===== src/rtl/intersection_phase_scheduler.sv =====
// Two-approach intersection scheduler (NS/EW greens, yellows, all-red clearances, pedestrian walk).
// Optional night flash mode is compiled in with `define NIGHT_FLASH_EN.
module intersection_phase_scheduler #(
  parameter int unsigned GREEN_MIN  = 4,
  parameter int unsigned GREEN_MAX  = 8,
  parameter int unsigned YELLOW_CYC = 2,
  parameter int unsigned ALLRED_CYC = 1,
  parameter int unsigned WALK_CYC   = 3,
  parameter int unsigned FLASH_HALF = 2
) (
  input  logic       clk,
  input  logic       reset,
  input  logic       ns_car,
  input  logic       ew_car,
  input  logic       ped_req,
  input  logic       night_mode,
  output logic [7:0] seg_ns,
  output logic [7:0] seg_ew,
  output logic       walk,
  output logic       ped_pending,
  output logic [2:0] phase
);

  localparam logic [7:0] SEG_GREEN  = 8'b01110111;
  localparam logic [7:0] SEG_YELLOW = 8'b01110110;
  localparam logic [7:0] SEG_RED    = 8'b00001110;
  localparam logic [7:0] SEG_BLANK  = 8'b00000000;

  localparam int unsigned FLASH_PER = 2 * FLASH_HALF;
  localparam int unsigned M1 = (GREEN_MAX > YELLOW_CYC) ? GREEN_MAX : YELLOW_CYC;
  localparam int unsigned M2 = (M1 > ALLRED_CYC) ? M1 : ALLRED_CYC;
  localparam int unsigned M3 = (M2 > WALK_CYC) ? M2 : WALK_CYC;
  localparam int unsigned M4 = (M3 > FLASH_PER) ? M3 : FLASH_PER;
  localparam int unsigned TW = $clog2(M4 + 1);

  typedef enum logic [2:0] {
    NS_GREEN  = 3'd0,
    NS_YELLOW = 3'd1,
    ALLRED_A  = 3'd2,
    EW_GREEN  = 3'd3,
    EW_YELLOW = 3'd4,
    ALLRED_B  = 3'd5,
    PED_WALK  = 3'd6,
    FLASH     = 3'd7
  } state_t;

  typedef enum logic {DIR_NS, DIR_EW} dir_t;

  state_t          state, state_n;
  logic [TW-1:0]   timer, timer_n;
  dir_t            next_dir, next_dir_n;
  logic            pending_n;
  logic            flash_req;

`ifdef NIGHT_FLASH_EN
  assign flash_req = night_mode;
`else
  logic unused_night;
  assign unused_night = night_mode;
  assign flash_req    = 1'b0;
`endif

  function automatic logic at_end(input logic [TW-1:0] t, input int unsigned len);
    return t == TW'(len - 1);
  endfunction

  function automatic logic [7:0] seg_for(input state_t s, input logic [TW-1:0] t,
                                         input logic is_ns);
    case (s)
      NS_GREEN:  return is_ns ? SEG_GREEN  : SEG_RED;
      NS_YELLOW: return is_ns ? SEG_YELLOW : SEG_RED;
      EW_GREEN:  return is_ns ? SEG_RED    : SEG_GREEN;
      EW_YELLOW: return is_ns ? SEG_RED    : SEG_YELLOW;
      FLASH:     return (t < TW'(FLASH_HALF)) ? SEG_YELLOW : SEG_BLANK;
      default:   return SEG_RED;
    endcase
  endfunction

  always_comb begin
    state_n    = state;
    timer_n    = timer + 1'b1;
    next_dir_n = next_dir;
    case (state)
      NS_GREEN:
        if (at_end(timer, GREEN_MAX) ||
            (timer >= TW'(GREEN_MIN - 1) && (ew_car || ped_pending))) begin
          state_n = NS_YELLOW;
          timer_n = '0;
        end
      NS_YELLOW:
        if (at_end(timer, YELLOW_CYC)) begin
          state_n = ALLRED_A;
          timer_n = '0;
        end
      ALLRED_A:
        if (at_end(timer, ALLRED_CYC)) begin
          next_dir_n = DIR_EW;
          timer_n    = '0;
          state_n    = flash_req ? FLASH : (ped_pending ? PED_WALK : EW_GREEN);
        end
      EW_GREEN:
        if (at_end(timer, GREEN_MAX) ||
            (timer >= TW'(GREEN_MIN - 1) && (ns_car || ped_pending))) begin
          state_n = EW_YELLOW;
          timer_n = '0;
        end
      EW_YELLOW:
        if (at_end(timer, YELLOW_CYC)) begin
          state_n = ALLRED_B;
          timer_n = '0;
        end
      ALLRED_B:
        if (at_end(timer, ALLRED_CYC)) begin
          next_dir_n = DIR_NS;
          timer_n    = '0;
          state_n    = flash_req ? FLASH : (ped_pending ? PED_WALK : NS_GREEN);
        end
      PED_WALK:
        if (at_end(timer, WALK_CYC)) begin
          state_n = (next_dir == DIR_NS) ? NS_GREEN : EW_GREEN;
          timer_n = '0;
        end
      FLASH:
        // Each YELLOW+BLANK period restarts the timer; leave only at a period boundary.
        if (at_end(timer, FLASH_PER)) begin
          timer_n = '0;
          if (!flash_req) state_n = ALLRED_B;
        end
      default: begin
        state_n = ALLRED_B;
        timer_n = '0;
      end
    endcase

    if (state_n == PED_WALK && state != PED_WALK) pending_n = 1'b0;
    else if (ped_req && state != PED_WALK)        pending_n = 1'b1;
    else                                          pending_n = ped_pending;
  end

  // Outputs are registered from the next-state values so they track the state register exactly.
  always_ff @(posedge clk or posedge reset) begin
    if (reset) begin
      state       <= ALLRED_B;
      timer       <= '0;
      next_dir    <= DIR_NS;
      ped_pending <= 1'b0;
      seg_ns      <= SEG_RED;
      seg_ew      <= SEG_RED;
      walk        <= 1'b0;
      phase       <= 3'd5;
    end else begin
      state       <= state_n;
      timer       <= timer_n;
      next_dir    <= next_dir_n;
      ped_pending <= pending_n;
      seg_ns      <= seg_for(state_n, timer_n, 1'b1);
      seg_ew      <= seg_for(state_n, timer_n, 1'b0);
      walk        <= (state_n == PED_WALK);
      phase       <= state_n;
    end
  end

endmodule

===== config.mk =====
export PLATFORM = sky130hd
export DESIGN_NAME = intersection_phase_scheduler
export DESIGN_NICKNAME = d
export VERILOG_FILES = /design/src/rtl/intersection_phase_scheduler.sv
export SDC_FILE = /design/constraint.sdc
export NUM_CORES = 1
export LEC_CHECK = 0
export CORE_ASPECT_RATIO = 0.75
export CORE_MARGIN = 2
export CORE_UTILIZATION = 40
export DETAILED_ROUTE_END_ITERATION = 8
export PLACE_DENSITY = 0.67
export RECOVER_POWER = 25
export SLEW_MARGIN = 20
export SYNTH_ARGS = -nofsm -noshare
export SYNTH_HDL_FRONTEND = slang
export SYNTH_SLANG_ARGS = --single-unit

===== constraint.sdc =====
create_clock -name clk -period 2 [get_ports clk]
set_input_delay 0.3 -clock clk [delete_from_list [all_inputs] [get_ports clk]]
set_output_delay 0.3 -clock clk [all_outputs]
set_load 0.01 [all_outputs]

==> Word-level counts from Yosys, hierarchy flattened <==
Index checks and enable logic that the tools add are counted.
{ "word_totals": {"mem_bits_rw": 0, "latchBits": 0, "output_inout_bits": 21, "inputBits": 6, "n_memories": 0, "mem_bits_ro": 0, "word_cells": 72, "reg_bits": 26} }
{ "op_classes": {"add_sub_neg": 1, "shifts": 0, "mux": 27, "n_reduce_logical": 16, "n_eq_ne": 19, "n_lt_le_gt_ge": 2, "mul": 0, "n_bitwise": 0, "div_mod_pow": 0} }
{ "ops": {"columns": ["op", "count"], "rows": [
  ["case mux 7 bit (3 select lines)", 2],
  ["two-way mux 3 bit", 10],
  ["two-way mux 4 bit", 6],
  ["case mux 3 bit (8 select lines)", 1],
  ["case mux 4 bit (6 select lines)", 1],
  ["equality test 3 bit, second input constant", 7],
  ["equality test 3 x 2 -> 1 bit, second input constant", 3],
  ["equality test 4 x 2 -> 1 bit, second input constant", 2],
  ["two-way mux 7 bit", 1],
  ["equality test 3 x 1 -> 1 bit, second input constant", 2],
  ["zero test 3 bit", 2],
  ["adder 4 x 1 -> 4 bit, second input constant", 1],
  ["equality test 4 x 1 -> 1 bit, second input constant", 1],
  ["equality test 4 x 3 -> 1 bit, second input constant", 1],
  ["greater-or-equal comparator 4 x 2 -> 1 bit, second input constant", 1],
  ["logical AND 1 bit", 4],
  ["zero test 4 bit", 1],
  ["logical OR 1 bit", 4],
  ["less-than comparator 4 x 2 -> 1 bit, second input constant", 1],
  ["two-way mux 1 bit", 4],
  ["inequality test 2 bit, second input constant", 2],
  ["nonzero test 2 bit", 2],
  ["OR reduction 2 bit", 2],
  ["inequality test 3 bit, second input constant", 1],
  ["3 further kinds", 3]
]} }

==> Depth between registers and ports, before layout <==
{ "logic_depth": {"ltp_word": 8, "depth_mapped": 8} }

==> Least setup slack after synthesis <==
OpenSTA, ideal clock, no wires.
{ "synth_path": {"path_type": "flip-flop to flip-flop", "start": "register state[2]", "end": "register ped_pending", "path_stages_with_launch": 8, "synth_period_minus_slack_ns": 1.932, "path_slack_ns": 0.068, "t_required_ns": 1.927, "arrival_time_ns": 1.859, "n_path_buf": 1, "cell_sequence": "dfstp_2 clkbuf_1 mux2_2 a21boi_0 a221o_1 o21ba_4 and2_4 a21oi_2"} }
{ "synth_via": {"elab_chain_cells": 5, "elab_cells_between_ends": 23} }
{ "synth_rtl": {"columns": ["element", "line", "text"], "rows": [
  ["start: declaration", "49", "state_t state, state_n;"],
  ["start signal: assignment", "152", "state <= state_n;"],
  ["equality test 3 bit (tied with other cells)", "83", "case (state)"],
  ["case mux 3 bit (8 select lines) *", "83", null],
  ["via state_n[0]", "49", null],
  ["equality test 3 bit *", "135", "if (state_n == PED_WALK && state != PED_WALK) pending_n = 1'b0;"],
  ["logical AND 1 bit *", "135", null],
  ["two-way mux 1 bit / nonzero test 2 bit (equally long branches)", null, null],
  ["end signal: assignment", "155", "ped_pending <= pending_n;"],
  ["end: declaration", "20", "output logic ped_pending,"]
]} }
The timed path passes the listed nets; every way through them passes the cells marked *.
A chain may end at the register's enable or synchronous reset.

==> Worst setup path after layout <==
{ "layout_path": {"start": "register timer[1]", "end": "register ped_pending"} }
{ "layout_via": {"elab_chain_cells": 8, "elab_cells_between_ends": 23} }
{ "layout_rtl": {"columns": ["element", "line", "text"], "rows": [
  ["start: declaration", "50", "logic [TW-1:0] timer, timer_n;"],
  ["start signal: assignment", "153", "timer <= timer_n;"],
  ["greater-or-equal comparator 4 x 2 -> 1 bit", "86, 103", null],
  ["logical AND 1 bit (on tied branches)", "103, 86", null],
  ["logical OR 1 bit (on tied branches)", "102, 85", null],
  ["two-way mux 3 bit (on tied branches)", "102, 85", null],
  ["case mux 3 bit (8 select lines) *", "83", null],
  ["via state_n[0]", "49", null],
  ["equality test 3 bit *", "135", null],
  ["logical AND 1 bit *", "135", null],
  ["two-way mux 1 bit / nonzero test 2 bit (equally long branches)", null, null]
]} }
Marks and branches as above.

==> qor.yml <==
period_share: 1.009
cp_cell_sequence: "inv_1 > ha_1 > mux2_2 > a21boi_0 > a221o_1 > o21ba_4 > and2_4 > a21oi_2"
finalSetupTns_ps: -23.20
tritoncts: "yes"
fin_skew_ps: 1.033
worstSetupEndpointType: "register"
worst_slack_ps: -17.45
criticalPathCategory: "reg2reg"
rows: 18
fin_area_mm2: 0.001773
die_x_um: 70.55
synth_cells: 153
p_per_area_mw_per_mm2: 1991
track_usage: 0.1835
crit_slowest_cell: "dfrtp_1"
clock_latency_ps: 250
reg2reg_depth: 8
portBuffers: 23
cp_max_fo: 6
synth.distinct_cells: 55
cts_buffer_depth: 2
cap_violations: 0
timing.rr.end: "ped_pending"
start_util: 0.4097
synth_area_leaders: "dfrtp_1 23%, dfstp_2 12%, buf_4 5.1%"
htreeDepth: 1
drv_slew: 0
clock_sinks: 18
ys_ff_latch: 18
antenna_found_initial: 0
overflow: 0
synth-edff-count: 0
crit_family: "compound AO/OA/AOI/OAI gates"
mostFrequentLayoutCell: "buf_4"
wl_um: 3498
leakage_nw: 0.7615
rsz0062_at_grt: "true"
grt_pass1_wl_um: 5423
syn_area_per_cell_um2: 8.685
crit_buf_inv: 1
worstMarginPinSlew_ps: 655.9
place_area_mm2: 0.001642
synth_top_area_share: 0.2260
critPathRequiredTime_ps: 2180
period_minus_slack_ps: 2017
vias: 1281
hold_violations: 0
drive_gt1_frac: 0.3065
dieArea_mm2: 0.003804
utilization: 0.5467
ir_drop_v: 0.0007571
clk_pin_slew_ps: 70
drc: 0
relSlewSlack: 0.5623
failed_checks: "negative setup slack"
critPathLaunch: "timer[1]"
status: "finished, violations left"
worstPathArrival_ps: 2200
r2r-start: "timer[1]"
mostFrequentLayoutCells: "23 x buf_4, 22 x clkdlybuf4s50_1, 12 x dfrtp_1"
cts_buffers: 3
grt_max_degree: 19
min_path_type: "in2async"
dominantRegCellSynth: "dfrtp_1"
ant_nets: 0
start_kind: "register"
syn-cell-area_mm2: 0.001329
ioPinCount: 27
post_drt_via_cell_ratio: 5.668
max_freq_mhz: 495.7
syn_to_final_growth_pct: 33.43
async_flop_share: 1.000
seq_area_frac_synth: 0.3446
die_height_um: 53.92
slowest_delay_ps: 390
cts-root-buf: "clkbuf_8"
hold_buffers: 0
yosysWarnings: 0
yosysTopAreaCell: "dfrtp_1"
holdWs_ps: 572.8
drt_iter0_drc: 69
nNetsFinal: 197
coreArea_mm2: 0.003243
drt_first_pass_iters: 4
setup_viol: 2
rrSetupSlack_ps: -20
wl_per_cell_um: 15.48
grt_pass1_vias: 1172
dp_hpwl_um: 2559
gp_congestion: 0.9264
antenna_cells: 0
-- state kept, by name (all words and copies together) (netlist names) --
signal and count:
timer 4, next_dir 1, state 3, seg_ew 4, seg_ns 4, walk 1
ped_pending 1
-- synth_stat cells (2+ instances only) --
master / instances
o22ai_1: 3
nor2b_1: 3
dfrtp_1: 12
buf_2: 4
xor2_1: 2
buf_4: 9
a311oi_1: 2
nor3_1: 5
a21oi_1: 9
o221ai_1: 3
nand3_1: 8
or2_2: 2
o21ai_0: 6
nand3b_1: 2
o21ai_1: 2
ha_1: 4
dfstp_2: 6
a31oi_1: 2
nor2_1: 10
o22a_1: 2
o21a_1: 2
inv_1: 8
a21boi_1: 2
nand2_1: 11
clkbuf_1: 4
-- stage by stage --
stage | power [W] | std cells | setup slack, ps
after global routing | 0.003781 | 226 | -37.59
final | 0.003531 | 226 | -17.45
after global placement | 0.002934 | 218 | -60.40
after detailed placement | 0.002985 | 218 | -74.50
after floorplan | 0.002172 | 154 | 68.43
after CTS | 0.003300 | 222 | 56.31
-- what timing repair did --
action / CTS / global route
hold endpoints to repair: 0 / 0
buffers inserted: 0 / 4
setup endpoints to repair: 1 / 9
gates resized for setup: 1 / 11
pin swaps: 0 / 0
-- cell families (layout without fill, tap and decap cells) --
group                    Yosys count  in the layout  share of synthesized area
AO/OA/AOI/OAI                     46             46                     0.2533
XOR/XNOR                           3              3                    0.01978
adder cells (fa/ha/maj)            4              4                    0.03767
buffers and inverters             27             59                     0.1139
flip-flops                        18             18                     0.3446
multiplexers                       1              1                   0.008474
other                              1              2                   0.002822
AND/OR/NAND/NOR                   53             53                     0.2194
-- power breakdown --
group	total [W]	internal [W]	switching (W)
Sequential	0.000723	0.000561	0.000161
Clock	0.000292	0.000175	0.000117
Combinational	0.00252	0.00123	0.00128
-- layout make-up --
| class | instances | area (um^2) |
|---|---|---|
| Inverter | 8 | 30.03 |
| Tap cell | 40 | 50.05 |
| Clock buffer | 4 | 55.05 |
| Sequential cell | 18 | 457.9 |
| Multi-Input combinational cell | 109 | 772.0 |
| Fill cell | 302 | 1470 |
| Timing Repair Buffer | 47 | 407.9 |
-- worst max path at each step --
stage / end / slack (ps) / depth (start not counted)
2_1_floorplan: ped_pending / 70 / 7
3_3_place_gp: ped_pending / -60 / 7
3_5_place_dp: ped_pending / -70 / 7
4_1_cts: seg_ns[5] / 60 / 7
5_1_grt: ped_pending / -40 / 8
6_report: ped_pending / -20 / 8
-- per-layer routing --
| metal | vias to the layer above | part of all wire | track usage |
|---|---|---|---|
| met5 | - | 0 | 0 |
| met4 | 0 | 0.013 | 0.05031 |
| met3 | 6 | 0.065 | 0.02809 |
| met2 | 56 | 0.48 | 0.3176 |
| met1 | 615 | 0.45 | 0.2445 |
| li1 | 604 | - | - |
-- worst reg2reg max path: cells and delay by family (launching register included) --
kind	cells	cell delay, ps
fa+ha+maj	1	260
buf+inv	1	80
compound gates	4	770
mux	1	290
simple gates	1	160
flops	1	390
Power figures use the tool's default switching activity.
